## src/rtl/fpdiv_arbiter.sv

```systemverilog
// fpdiv_arbiter: round-robin sharing of one floating-point divider among four
// requesters. Sequences the divider reset per operation, masks a stale DONE
// level on the first RUN cycle and returns a quiet NaN if the divider never
// answers within TIMEOUT cycles.
module fpdiv_arbiter #(
  parameter int unsigned TIMEOUT = 100,
  parameter logic [31:0] QNAN    = 32'h7FC00000
) (
  input  logic         CLOCK,
  input  logic         RESET,
  input  logic [3:0]   req,
  input  logic [127:0] opa,
  input  logic [127:0] opb,
  output logic [3:0]   ack,
  output logic [31:0]  res_data,
  output logic [1:0]   res_exc,
  output logic [1:0]   res_id,
  output logic         res_timeout,
  output logic         busy,
  output logic [31:0]  div_a,
  output logic [31:0]  div_b,
  output logic         div_rst,
  input  logic         div_done,
  input  logic [31:0]  div_result,
  input  logic [1:0]   div_exc
);

  typedef enum logic [1:0] {
    IDLE = 2'd0,
    LOAD = 2'd1,
    RUN  = 2'd2,
    RESP = 2'd3
  } state_t;

  localparam logic [7:0] TIMEOUT_CNT = 8'(TIMEOUT);

  state_t      state_q, state_d;
  logic [1:0]  ptr_q, ptr_d;
  logic [7:0]  cnt_q, cnt_d;
  logic [1:0]  gid_q, gid_d;
  logic [3:0]  ack_q, ack_d;
  logic [31:0] res_data_q, res_data_d;
  logic [1:0]  res_exc_q, res_exc_d;
  logic [1:0]  res_id_q, res_id_d;
  logic        res_timeout_q, res_timeout_d;
  logic        busy_q, busy_d;
  logic [31:0] div_a_q, div_a_d;
  logic [31:0] div_b_q, div_b_d;
  logic        div_rst_q, div_rst_d;

  logic [31:0] opa_w [4];
  logic [31:0] opb_w [4];
  logic [1:0]  win;
  logic [1:0]  cand;
  logic        found;

  // Unpack the per-requester operand lanes.
  genvar gi;
  generate
    for (gi = 0; gi < 4; gi++) begin : g_lane
      assign opa_w[gi] = opa[32*gi +: 32];
      assign opb_w[gi] = opb[32*gi +: 32];
    end
  endgenerate

  // Round-robin winner: first set request at or above ptr, wrapping 3 -> 0.
  always_comb begin
    win   = ptr_q;
    cand  = ptr_q;
    found = 1'b0;
    for (int i = 0; i < 4; i++) begin
      cand = ptr_q + 2'(i);
      if (!found && req[cand]) begin
        win   = cand;
        found = 1'b1;
      end
    end
  end

  // Next-state and registered-output logic; outputs follow the next state.
  always_comb begin
    state_d       = state_q;
    ptr_d         = ptr_q;
    cnt_d         = cnt_q;
    gid_d         = gid_q;
    ack_d         = 4'b0000;
    res_data_d    = res_data_q;
    res_exc_d     = res_exc_q;
    res_id_d      = res_id_q;
    res_timeout_d = res_timeout_q;
    div_a_d       = div_a_q;
    div_b_d       = div_b_q;
    case (state_q)
      IDLE: begin
        if (found) begin
          div_a_d = opa_w[win];
          div_b_d = opb_w[win];
          gid_d   = win;
          state_d = LOAD;
        end
      end
      LOAD: begin
        cnt_d   = 8'd0;
        state_d = RUN;
      end
      RUN: begin
        // A DONE seen on the first RUN cycle is left over from the last job.
        if (div_done && (cnt_q != 8'd0)) begin
          res_data_d    = div_result;
          res_exc_d     = div_exc;
          res_timeout_d = 1'b0;
          res_id_d      = gid_q;
          ack_d         = 4'b0001 << gid_q;
          state_d       = RESP;
        end else if (cnt_q == TIMEOUT_CNT) begin
          res_data_d    = QNAN;
          res_exc_d     = 2'b11;
          res_timeout_d = 1'b1;
          res_id_d      = gid_q;
          ack_d         = 4'b0001 << gid_q;
          state_d       = RESP;
        end else begin
          cnt_d = cnt_q + 8'd1;
        end
      end
      RESP: begin
        ptr_d   = gid_q + 2'd1;
        state_d = IDLE;
      end
      default: state_d = IDLE;
    endcase
    busy_d    = (state_d != IDLE);
    div_rst_d = (state_d != RUN);
  end

  // State and output registers with synchronous reset.
  always_ff @(posedge CLOCK) begin
    if (RESET) begin
      state_q       <= IDLE;
      ptr_q         <= 2'd0;
      cnt_q         <= 8'd0;
      gid_q         <= 2'd0;
      ack_q         <= 4'b0000;
      res_data_q    <= 32'd0;
      res_exc_q     <= 2'd0;
      res_id_q      <= 2'd0;
      res_timeout_q <= 1'b0;
      busy_q        <= 1'b0;
      div_a_q       <= 32'd0;
      div_b_q       <= 32'd0;
      div_rst_q     <= 1'b1;
    end else begin
      state_q       <= state_d;
      ptr_q         <= ptr_d;
      cnt_q         <= cnt_d;
      gid_q         <= gid_d;
      ack_q         <= ack_d;
      res_data_q    <= res_data_d;
      res_exc_q     <= res_exc_d;
      res_id_q      <= res_id_d;
      res_timeout_q <= res_timeout_d;
      busy_q        <= busy_d;
      div_a_q       <= div_a_d;
      div_b_q       <= div_b_d;
      div_rst_q     <= div_rst_d;
    end
  end

  assign ack         = ack_q;
  assign res_data    = res_data_q;
  assign res_exc     = res_exc_q;
  assign res_id      = res_id_q;
  assign res_timeout = res_timeout_q;
  assign busy        = busy_q;
  assign div_a       = div_a_q;
  assign div_b       = div_b_q;
  assign div_rst     = div_rst_q;

endmodule

```

## config.mk

```make
export PLATFORM = sky130hd
export DESIGN_NAME = fpdiv_arbiter
export DESIGN_NICKNAME = d
export VERILOG_FILES = /design/src/rtl/fpdiv_arbiter.sv
export SDC_FILE = /design/constraint.sdc
export NUM_CORES = 1
export LEC_CHECK = 0
export ABC_AREA = 1
export BUFFER_PORTS_ARGS = -buffer_cell sky130_fd_sc_hd__clkbuf_2
export CORE_AREA = 5 5 154 156
export DETAILED_ROUTE_END_ITERATION = 10
export DIE_AREA = 0 0 159 161
export PLACE_DENSITY = 0.64
export SLEW_MARGIN = 10
export SYNTH_ARGS = -nofsm -noshare
export SYNTH_HDL_FRONTEND = slang
export SYNTH_SLANG_ARGS = --single-unit
```

## constraint.sdc

```tcl
create_clock -name CLOCK -period 3.5 [get_ports CLOCK]
set_input_delay 0.175 -clock CLOCK [delete_from_list [all_inputs] [get_ports CLOCK]]
set_output_delay 0.175 -clock CLOCK [all_outputs]
set_load 0.005 [all_outputs]
```

==> flow_summary.ini, run 1 <==
[outcome]
outcome = finished clean

[critical_path]
critPathLaunchType = flip-flop
r2r_end = div_b[3]
end_kind = flip-flop
r2r_cells = 11
cp_data_arrival_time_ps = 3130
reg2reg_from = ptr_q[0]
crit_fanout = 62
rrSetupSlack_ps = 720
crit_required_ps = 3850
worstSetupStartpoint = ptr_q[0]
critPathKind = flip-flop to flip-flop

[placed_design]
numPortBuffers = 403
pre_cts_ws_ps = 767.1
hpwl_mm = 21.15
place_congestion = 0.8564

[drt]
firstDrtPassIters = 5
maxUsedRoutingLayer = met4
wl_met1_mm = 11.54
viasPerCell = 4.685
wl_met2_mm = 13.97
vias = 8949
wl_per_cell_um = 14.80
drc = 0
ant_nets = 0
met3_length_mm = 2.062
drt-total-wl_mm = 28.27
drt_iter0_markers = 536

[logic_synthesis]
synth.area.mux_share_pct = 0.1382
ys_seq_elements = 121
synth_top_family_by_area = simple AND/OR/NAND/NOR gates
yosys_warnings = 0
syn-mean-instance-area_um2 = 5.873
synth_edf_count = 0
syn_nets = 1540
yosysSeqAreaShare_pct = 33.45
synth-adder-area-share_pct = 1.728
synthCells = 1233
synth_xor_area_share_pct = 0.6047
yosysUniqueCellTypes = 31
synthSimpleGateAreaFrac_pct = 48.77
netlist_area_um2 = 7242
synth_compound_area_share_pct = 6.652
synth_ff_type = dfxtp_1
async_reset_ff_share_pct = 0

[sta]
hold_violations = 0
grt_setup_unrepaired = false
slew_violations = 0
setup_viol = 0
relSlewSlack_pct = 42.27
fin_skew_ps = 7.355
setup_ws_ps = 715.8
period_share_pct = 79.55
tns_ps = 0
max_freq_mhz = 359.2
tightest_slew_ps = 862.8
period_needed_ps = 2784

[cells_and_area]
nFillCells = 2379
synthToLayoutAreaGrowth_pct = 40.67
nets = 1918
drive_gt1_share_pct = 28.57

[worst_hold_path]
min-delay-start = div_result[4]
hold_class = primary input to flip-flop
min_path_cells = 3
hold_path_end = res_data[4]

[clock_tree]
post_cts_resized = 0
cts_buffer_depth = 2
cts.sinks = 121
clk_latency_ps = 420
htreeDepth = 4
tritoncts = built
numCtsBuffers = 17
clk_pin_slew_ps = 60
clock_tree.root_cell = clkbuf_16

[global_routing]
globalRouteOverflowTotal = 0
grt_first_pass_wirelength_mm = 44.92
grt_pass1_vias = 8676
grt_max_degree = 74
track_usage_pct = 21.26
antenna_found_initial = 1

[floorplan]
start_util_pct = 32.58
core_um2 = 22230
die_h_um = 161
num_rows = 55
ios = 404
fp.dieArea_um2 = 25600
die_w_um = 159

[power]
powerDensity_nw_per_um2 = 748.1
ir_drop_v = 0.0005144
p_leak_nw = 5.809

[run]
maxCapViolations = 0
-- cells in the final DEF (no fill, tap or decap), drive strengths merged, types with 2 or more instances in the layout --
cell type and count:
bufinv 2, nand2 455, nor3b 4, inv 57, o21ai 42, nor2 229
ha 10, xnor2 2, clkinv 5, clkinvlp 3, dlygate4sd3 23, a21oi 36
clkbuf 421, nor3 3, xor2 3, o22ai 11, dfxtp 121, buf 17
nand4 5, nand3 170
-- critical path, cell delays in order (launching register included) --
cell and delay [ps]:
dfxtp_1 560, inv_2 160, nand2_1 140, nand3_1 80
nand2_1 160, nand4_2 190, nand2_4 350, buf_4 560
nand3_1 130, nand2_1 170, nor2_1 70, nor2_1 100
-- kinds of logic (layout without fill, tap and decap cells) --
| logic type | after synthesis | count (layout) |
|---|---|---|
| other cells | 0 | 1 |
| fa+ha+maj | 10 | 10 |
| mux | 1 | 1 |
| compound gates | 92 | 92 |
| simple gates | 867 | 867 |
| buf+inv | 137 | 528 |
| xor+xnor | 5 | 5 |
| flops | 121 | 121 |
-- report_power, final --
group	switching [mW]	internal, mW	total (mW)
logic	2.53	1.34	3.87
registers	0.222	1.78	2.00
clock network	0.679	1.07	1.75
-- through the flow --
step	total power [mW]	utilization (%)	std cells	instance area, µm²	hold slack [ps]
final	7.621	45.83	1910	10190	20.14
after global routing	8.375	45.83	1910	10190	10.45
after CTS	7.739	45.82	1909	10180	1.590
after detailed placement	5.920	42.14	1854	9366	400.1
after global placement	5.890	42.14	1854	9366	400.2
after floorplan	4.676	-	1233	7242	322.3
-- worst max path at each step --
stage / cells past startpoint / endpoint
5_1_grt: 11 / div_b[28]
2_1_floorplan: 16 / cnt_q[3]
4_1_cts: 11 / div_b[5]
6_report: 11 / div_b[3]
3_5_place_dp: 11 / div_b[5]
3_3_place_gp: 11 / div_b[3]
-- synth_stat cells, drive strengths merged (2+ instances only) --
cell	count	area (µm²)
nand2	455	1718
nor2	229	874.6
nand3	170	850.8
dfxtp	121	2422
buf	62	344.1
inv	54	202.7
o21ai	42	210.2
a21oi	36	180.2
clkbuf	21	80.07
o22ai	11	68.82
ha	10	125.1
nand4	5	37.53
nor3b	4	30.03
nor3	3	15.01
xor2	3	26.28
xnor2	2	17.52
-- state kept, by name (all words and copies together), names as in the netlist --
name,count
div_a,32
div_b,32
res_data,32
cnt_q,8
ack,4
gid_q,2
ptr_q,2
res_exc,2
res_id,2
state_q,2
busy,1
div_rst,1
res_timeout,1
-- layout make-up --
class / count / area, µm² / area share (%)
multi-input cells: 975 / 4208 / 41.30
flip-flops and latches: 121 / 2422 / 23.78
repair buffers: 442 / 2407 / 23.63
clock buffers: 19 / 442.9 / 4.348
well taps: 285 / 356.6 / 3.500
inverters: 54 / 202.7 / 1.990
clock inverters: 13 / 145.1 / 1.425
diodes: 1 / 2.502 / 0.02456
-- layer usage --
metal	track usage, %	vias to the layer above
met5	0	-
met4	6.902	0
met3	6.328	45
met2	36.11	320
met1	25.89	3937
li1	-	4647
-- what timing repair did --
| action | CTS | global route |
|---|---|---|
| setup buffers | 0 | 0 |
| endpoints found under the hold margin | 23 | 0 |
| hold buffers | 23 | 0 |
| endpoints found under the setup margin | 0 | 0 |
Power figures use the tool's default switching activity.
==> run 2: changes to the inputs <==
Clock period 3.5 ns to 2.6 ns, I/O delays scaled along.
==> run 2 against run 1 <==
Effect of this change:
- sequential power rose by 35%
- largest cell class unchanged
- worst setup slack got worse by 430 ps
- highest routed layer unchanged
- via count rose by 1.6%
- count of clock-buffer cells in the layout fell by 2
- critical endpoint is now cnt_q[5]
==> flow_summary.ini, run 2 (synthesis gave the netlist of run 1 again) <==
[cells_and_area]
seq_area_um2 = 2422
nets = 1935
multi_input_area_um2 = 4208
num_antenna_cells = 0
nFillCells = 2327
fin_cells = 1926
final_util_pct = 47.00
synthToLayoutAreaGrowth_pct = 44.25
mostFrequentLayoutCell = nand2_1
mostFrequentLayoutCells = nand2_1 (449), clkbuf_2 (402), nor2_1 (225), nand3_1 (170), dfxtp_1 (121)
drive_gt1_share_pct = 28.70

[drt]
wl_per_cell_um = 14.65
drt-total-wl_mm = 28.22
drc = 0
ant_nets = 0
viasPerCell = 4.721
firstDrtPassIters = 5
vias = 9093
drt_iter0_markers = 440

[critical_path]
cpMostUsedCell = nand2_1
end_kind = flip-flop
critPathKind = flip-flop to flip-flop
critPathLaunchType = flip-flop
path_cells = inv_1, ha_1, inv_1, nor2_1, nand2_1, inv_1, nand2_1, nand2_1, nor2_2, inv_1, nand2_1, inv_2, nand2_1, nor2_1, and3_1, nor2_1
reg2reg_from = cnt_q[0]
r2r_end = cnt_q[5]
cp_data_arrival_time_ps = 2610
r2r_cells = 16
crit_fanout = 28
slowest_stage = inv_2
rrSetupSlack_ps = 290
crit_required_ps = 2900
cp_slowest_stage_delay_ps = 370

[floorplan]
ios = 404
die_w_um = 159
fp.dieArea_um2 = 25600
start_util_pct = 32.58
die_h_um = 161
num_rows = 55
core_um2 = 22230

[sta]
hold_violations = 0
grt_setup_unrepaired = false
setup_viol = 0
slew_violations = 0
max_freq_mhz = 432.3
tns_ps = 0
relSlewSlack_pct = 67.38
period_needed_ps = 2313
period_share_pct = 88.97
tightest_slew_ps = 488.6
fin_skew_ps = 14.12

[placed_design]
hpwl_mm = 21.11
dp.cells = 1859
place_congestion = 0.8853
numPortBuffers = 403

[clock_tree]
cts.sinks = 121
numCtsBuffers = 17
cts_buffer_depth = 2
clock_tree.root_cell = clkbuf_16
htreeDepth = 4
clk_latency_ps = 420
tritoncts = built
clk_pin_slew_ps = 70

[power]
p_int_mw = 5.934
powerDensity_nw_per_um2 = 1015
p_seq_share_pct = 25.4
p_total_mw = 10.60
ir_drop_v = 0.0005022
p_sw_share_pct = 44.03
clockPowerShare_pct = 24.3
combPwrFrac_pct = 50.3
p_leak_nw = 5.935
switchingPower_mw = 4.667

[global_routing]
globalRouteOverflowTotal = 0
grt_first_pass_wirelength_mm = 44.87
grt_pass1_vias = 8764
antenna_found_initial = 0
grt_max_degree = 81
track_usage_pct = 21.09

[outcome]
outcome = finished clean

[worst_hold_path]
hold_class = primary input to flip-flop
min-delay-start = opa[77]
min_path_cells = 5
hold_path_end = div_a[13]

[run]
maxCapViolations = 0
run 2: cell count changes in the layout (fill, tap and decap cells not counted), sizes merged:
cell	before	now
clkinv	5	7
inv	57	58
dlygate4sd3	23	34
clkbuf	421	419
buf	17	23
clkinvlp	3	0
diode	1	0
bufinv	2	4
run 2: critical path: cells and delay by family, from the launching register on:
family	cells	cell delay [ps]
buffers and inverters	5	610
and+or+nand+nor	10	1110
DFF	1	330
adders and majority gates	1	140
run 2: worst max-delay path by stage:
stage	end	cells past startpoint	startpoint	slack, ps
4_1_cts	div_a[2]	14	ptr_q[0]	160
5_1_grt	div_a[2]	14	ptr_q[0]	20
3_3_place_gp	div_a[1]	14	ptr_q[0]	250
6_report	cnt_q[5]	16	cnt_q[0]	290
3_5_place_dp	div_a[2]	14	ptr_q[0]	180
2_1_floorplan	cnt_q[3]	16	cnt_q[0]	680
run 2: repair_timing:
action	in CTS	in global routing
buffers inserted	0	1
endpoints found under the setup margin	0	47
resized for setup	0	1
hold endpoints to repair	34	0
hold buffers	34	0
run 2: area by class of cell:
cell class	count	area share, %
multi-input cells	975	40.28
well taps	285	3.414
clock inverters	15	2.060
inverters	54	1.940
flip-flops and latches	121	23.19
clock buffers	17	4.072
repair buffers	459	25.04
run 2: per-stage QoR:
stage	instance area, µm²	setup slack (ps)	hold WS, ps
global placement	9454	245.6	367.9
CTS	10440	159.8	11.82
global route	10450	23.89	53.89
finish	10450	286.9	36.24
floorplan	7242	684.5	277.3
detailed placement	9454	184.7	372.7
run 2: per-layer routing:
| layer | part of all wire (%) | wire length [µm] | vias to the layer above | track usage (%) |
|---|---|---|---|---|
| met5 | 0 | 0 | - | 0 |
| met4 | 3.2 | 892 | 0 | 8.375 |
| met3 | 7.2 | 2045 | 52 | 5.920 |
| met2 | 49 | 13960 | 339 | 36.36 |
| met1 | 40 | 11320 | 4026 | 24.82 |
| li1 | - | - | 4676 | - |
run 2: power groups by stage:
| stage | Sequential, mW | Clock, mW | Combinational (mW) |
|---|---|---|---|
| after floorplan | 2.73 | 0 | 3.57 |
| after global placement | 2.71 | 0 | 5.31 |
| after detailed placement | 2.73 | 0 | 5.34 |
| after CTS | 2.70 | 2.64 | 5.40 |
| after global routing | 2.76 | 2.74 | 6.09 |
| final | 2.69 | 2.58 | 5.33 |
==> run 3: changes to the inputs <==
Clock period 2.6 ns to 2.9 ns, I/O delays scaled along.
==> run 3 against run 2 <==
Effect of this change:
- clock skew decreased by 5.0 ps
- first-iteration DRC count increased by 56%
- sequential share of layout area increased by 0.33 points
- register-to-register slack improved by 90 ps
- non-clock buffer count decreased by 6
- combinational power decreased by 11%
- global-route usage about the same
- critical path type unchanged
==> flow_summary.ini, run 3 (synthesis gave the netlist of run 1 again) <==
[outcome]
outcome = finished clean

[sta]
worst_hold_slack_ps = 20.79
tns_ps = 0
period_share_pct = 86.92
grt_setup_unrepaired = false
relSlewSlack_pct = 43.15
slew_violations = 0
tightest_slew_ps = 849.8
hold_violations = 0
setup_viol = 0
period_needed_ps = 2521
fin_skew_ps = 9.091
max_freq_mhz = 396.7

[run]
maxCapViolations = 0

[clock_tree]
cts.sinks = 121
numCtsBuffers = 17
clk_pin_slew_ps = 60
tritoncts = built
clock_tree.root_cell = clkbuf_16
cts_setup_buffers = 0
cts_buffer_depth = 2
clk_latency_ps = 420
htreeDepth = 4

[cells_and_area]
nets = 1929
mostFrequentLayoutCells = nand2_1 (449), clkbuf_2 (402), nor2_1 (225), nand3_1 (170), dfxtp_1 (121)
mostFrequentLayoutCell = nand2_1
synthToLayoutAreaGrowth_pct = 42.21
drive_gt1_share_pct = 28.56
nFillCells = 2327

[global_routing]
grt_max_degree = 129
track_usage_pct = 21.10
globalRouteOverflowTotal = 0
grt_first_pass_wirelength_mm = 44.67
grt_pass1_vias = 8557
antenna_found_initial = 2

[critical_path]
cp_slowest_stage_delay_ps = 540
r2r_end = div_b[14]
r2r_cells = 13
critPathKind = flip-flop to flip-flop
cp_data_arrival_time_ps = 2870
path_buf_inv = 2
crit_required_ps = 3250
critPathLaunchType = flip-flop
crit_family = simple AND/OR/NAND/NOR gates
crit_fanout = 26
reg2reg_from = ptr_q[0]
slowest_stage = dfxtp_1
worstSetupStartpoint = ptr_q[0]
end_kind = flip-flop
rrSetupSlack_ps = 380
path_cells = inv_2, nand2_1, nand2_1, nand2_1, nand2_2, nor2_2, nand4_1, nand2_4, buf_4, nand2_1, nand2_1, o21ai_1, nor2_1
cpMostUsedCell = nand2_1

[worst_hold_path]
hold_path_end = res_data[29]
min-delay-start = div_result[29]
hold_class = primary input to flip-flop
min_path_cells = 3

[drt]
wl_per_cell_um = 14.74
drt_iter0_markers = 686
ant_nets = 0
firstDrtPassIters = 5
drt-total-wl_mm = 28.32
vias = 9053
viasPerCell = 4.713
drc = 0

[floorplan]
num_rows = 55
ios = 404
fp.dieArea_um2 = 25600
start_util_pct = 32.58
core_um2 = 22230
die_h_um = 161
die_w_um = 159

[power]
switchingPower_mw = 4.227
ir_drop_v = 0.0004060
clockPowerShare_pct = 22.4
p_seq_share_pct = 26.2
p_int_mw = 4.959
p_sw_share_pct = 46.02
powerDensity_nw_per_um2 = 892.0
combPwrFrac_pct = 51.4
p_leak_nw = 5.858

[placed_design]
numPortBuffers = 403
place_congestion = 0.9106
hpwl_mm = 21.15
run 3: cell count changes in the layout (fill, tap and decap cells not counted), sizes merged:
cell,change
clkinvlp,+2
clkinv,-5
inv,+7
bufinv,-4
dlygate4sd3,-2
diode,+1
buf,-4
run 3: metrics by stage:
stage          instance area (µm²)  power, mW  setup slack, ps  util [%]  cells
2_1_floorplan                 7242      5.643            984.5         -   1233
3_5_place_dp                  9407      7.166            414.5     42.32   1856
4_1_cts                      10300      9.303            384.3     46.32   1920
3_3_place_gp                  9407      7.140            451.9     42.32   1856
6_report                     10300      9.186            379.2     46.33   1921
5_1_grt                      10300      10.07            60.49     46.33   1921
run 3: worst max path at each step:
stage,slack (ps),to,cells after the start
6_report,380,div_b[14],13
5_1_grt,60,div_a[4],11
4_1_cts,380,div_b[26],13
3_5_place_dp,410,div_b[26],13
3_3_place_gp,450,div_b[31],11
2_1_floorplan,980,cnt_q[3],16
run 3: cell type report:
| type | instances | area [µm²] | share of cell area [%] |
|---|---|---|---|
| Clock buffer | 17 | 425.4 | 4.131 |
| Tap cell | 285 | 356.6 | 3.463 |
| Clock inverter | 15 | 143.9 | 1.397 |
| Antenna cell | 1 | 2.502 | 0.02430 |
| Sequential cell | 121 | 2422 | 23.52 |
| Inverter | 54 | 202.7 | 1.968 |
| Timing Repair Buffer | 453 | 2537 | 24.64 |
| Multi-Input combinational cell | 975 | 4208 | 40.86 |
run 3: worst reg2reg max path, stage by stage (launching register included):
cell	delay (ps)
dfxtp_1	540
inv_2	160
nand2_1	100
nand2_1	100
nand2_1	90
nand2_2	70
nor2_2	90
nand4_1	260
nand2_4	370
buf_4	340
nand2_1	80
nand2_1	70
o21ai_1	60
nor2_1	110
run 3: what timing repair did:
action | 4_1_cts | 5_1_grt
setup endpoints to repair | 0 | 0
resized for setup | 0 | 0
hold buffers | 32 | 0
endpoints found under the hold margin | 32 | 0
run 3: power groups by stage:
stage / Combinational [mW] / Sequential, mW / Clock [mW]
floorplan: 3.20 / 2.44 / 0
global placement: 4.71 / 2.43 / 0
detailed placement: 4.72 / 2.44 / 0
CTS: 4.78 / 2.41 / 2.11
global route: 5.40 / 2.47 / 2.20
finish: 4.73 / 2.41 / 2.05
run 3: routing by layer:
metal	global-route usage (%)	part of all wire, %	vias up
met5	0	0.071	-
met4	6.282	2.2	2
met3	5.792	6.4	45
met2	36.09	49	301
met1	26.03	42	4030
li1	-	-	4675
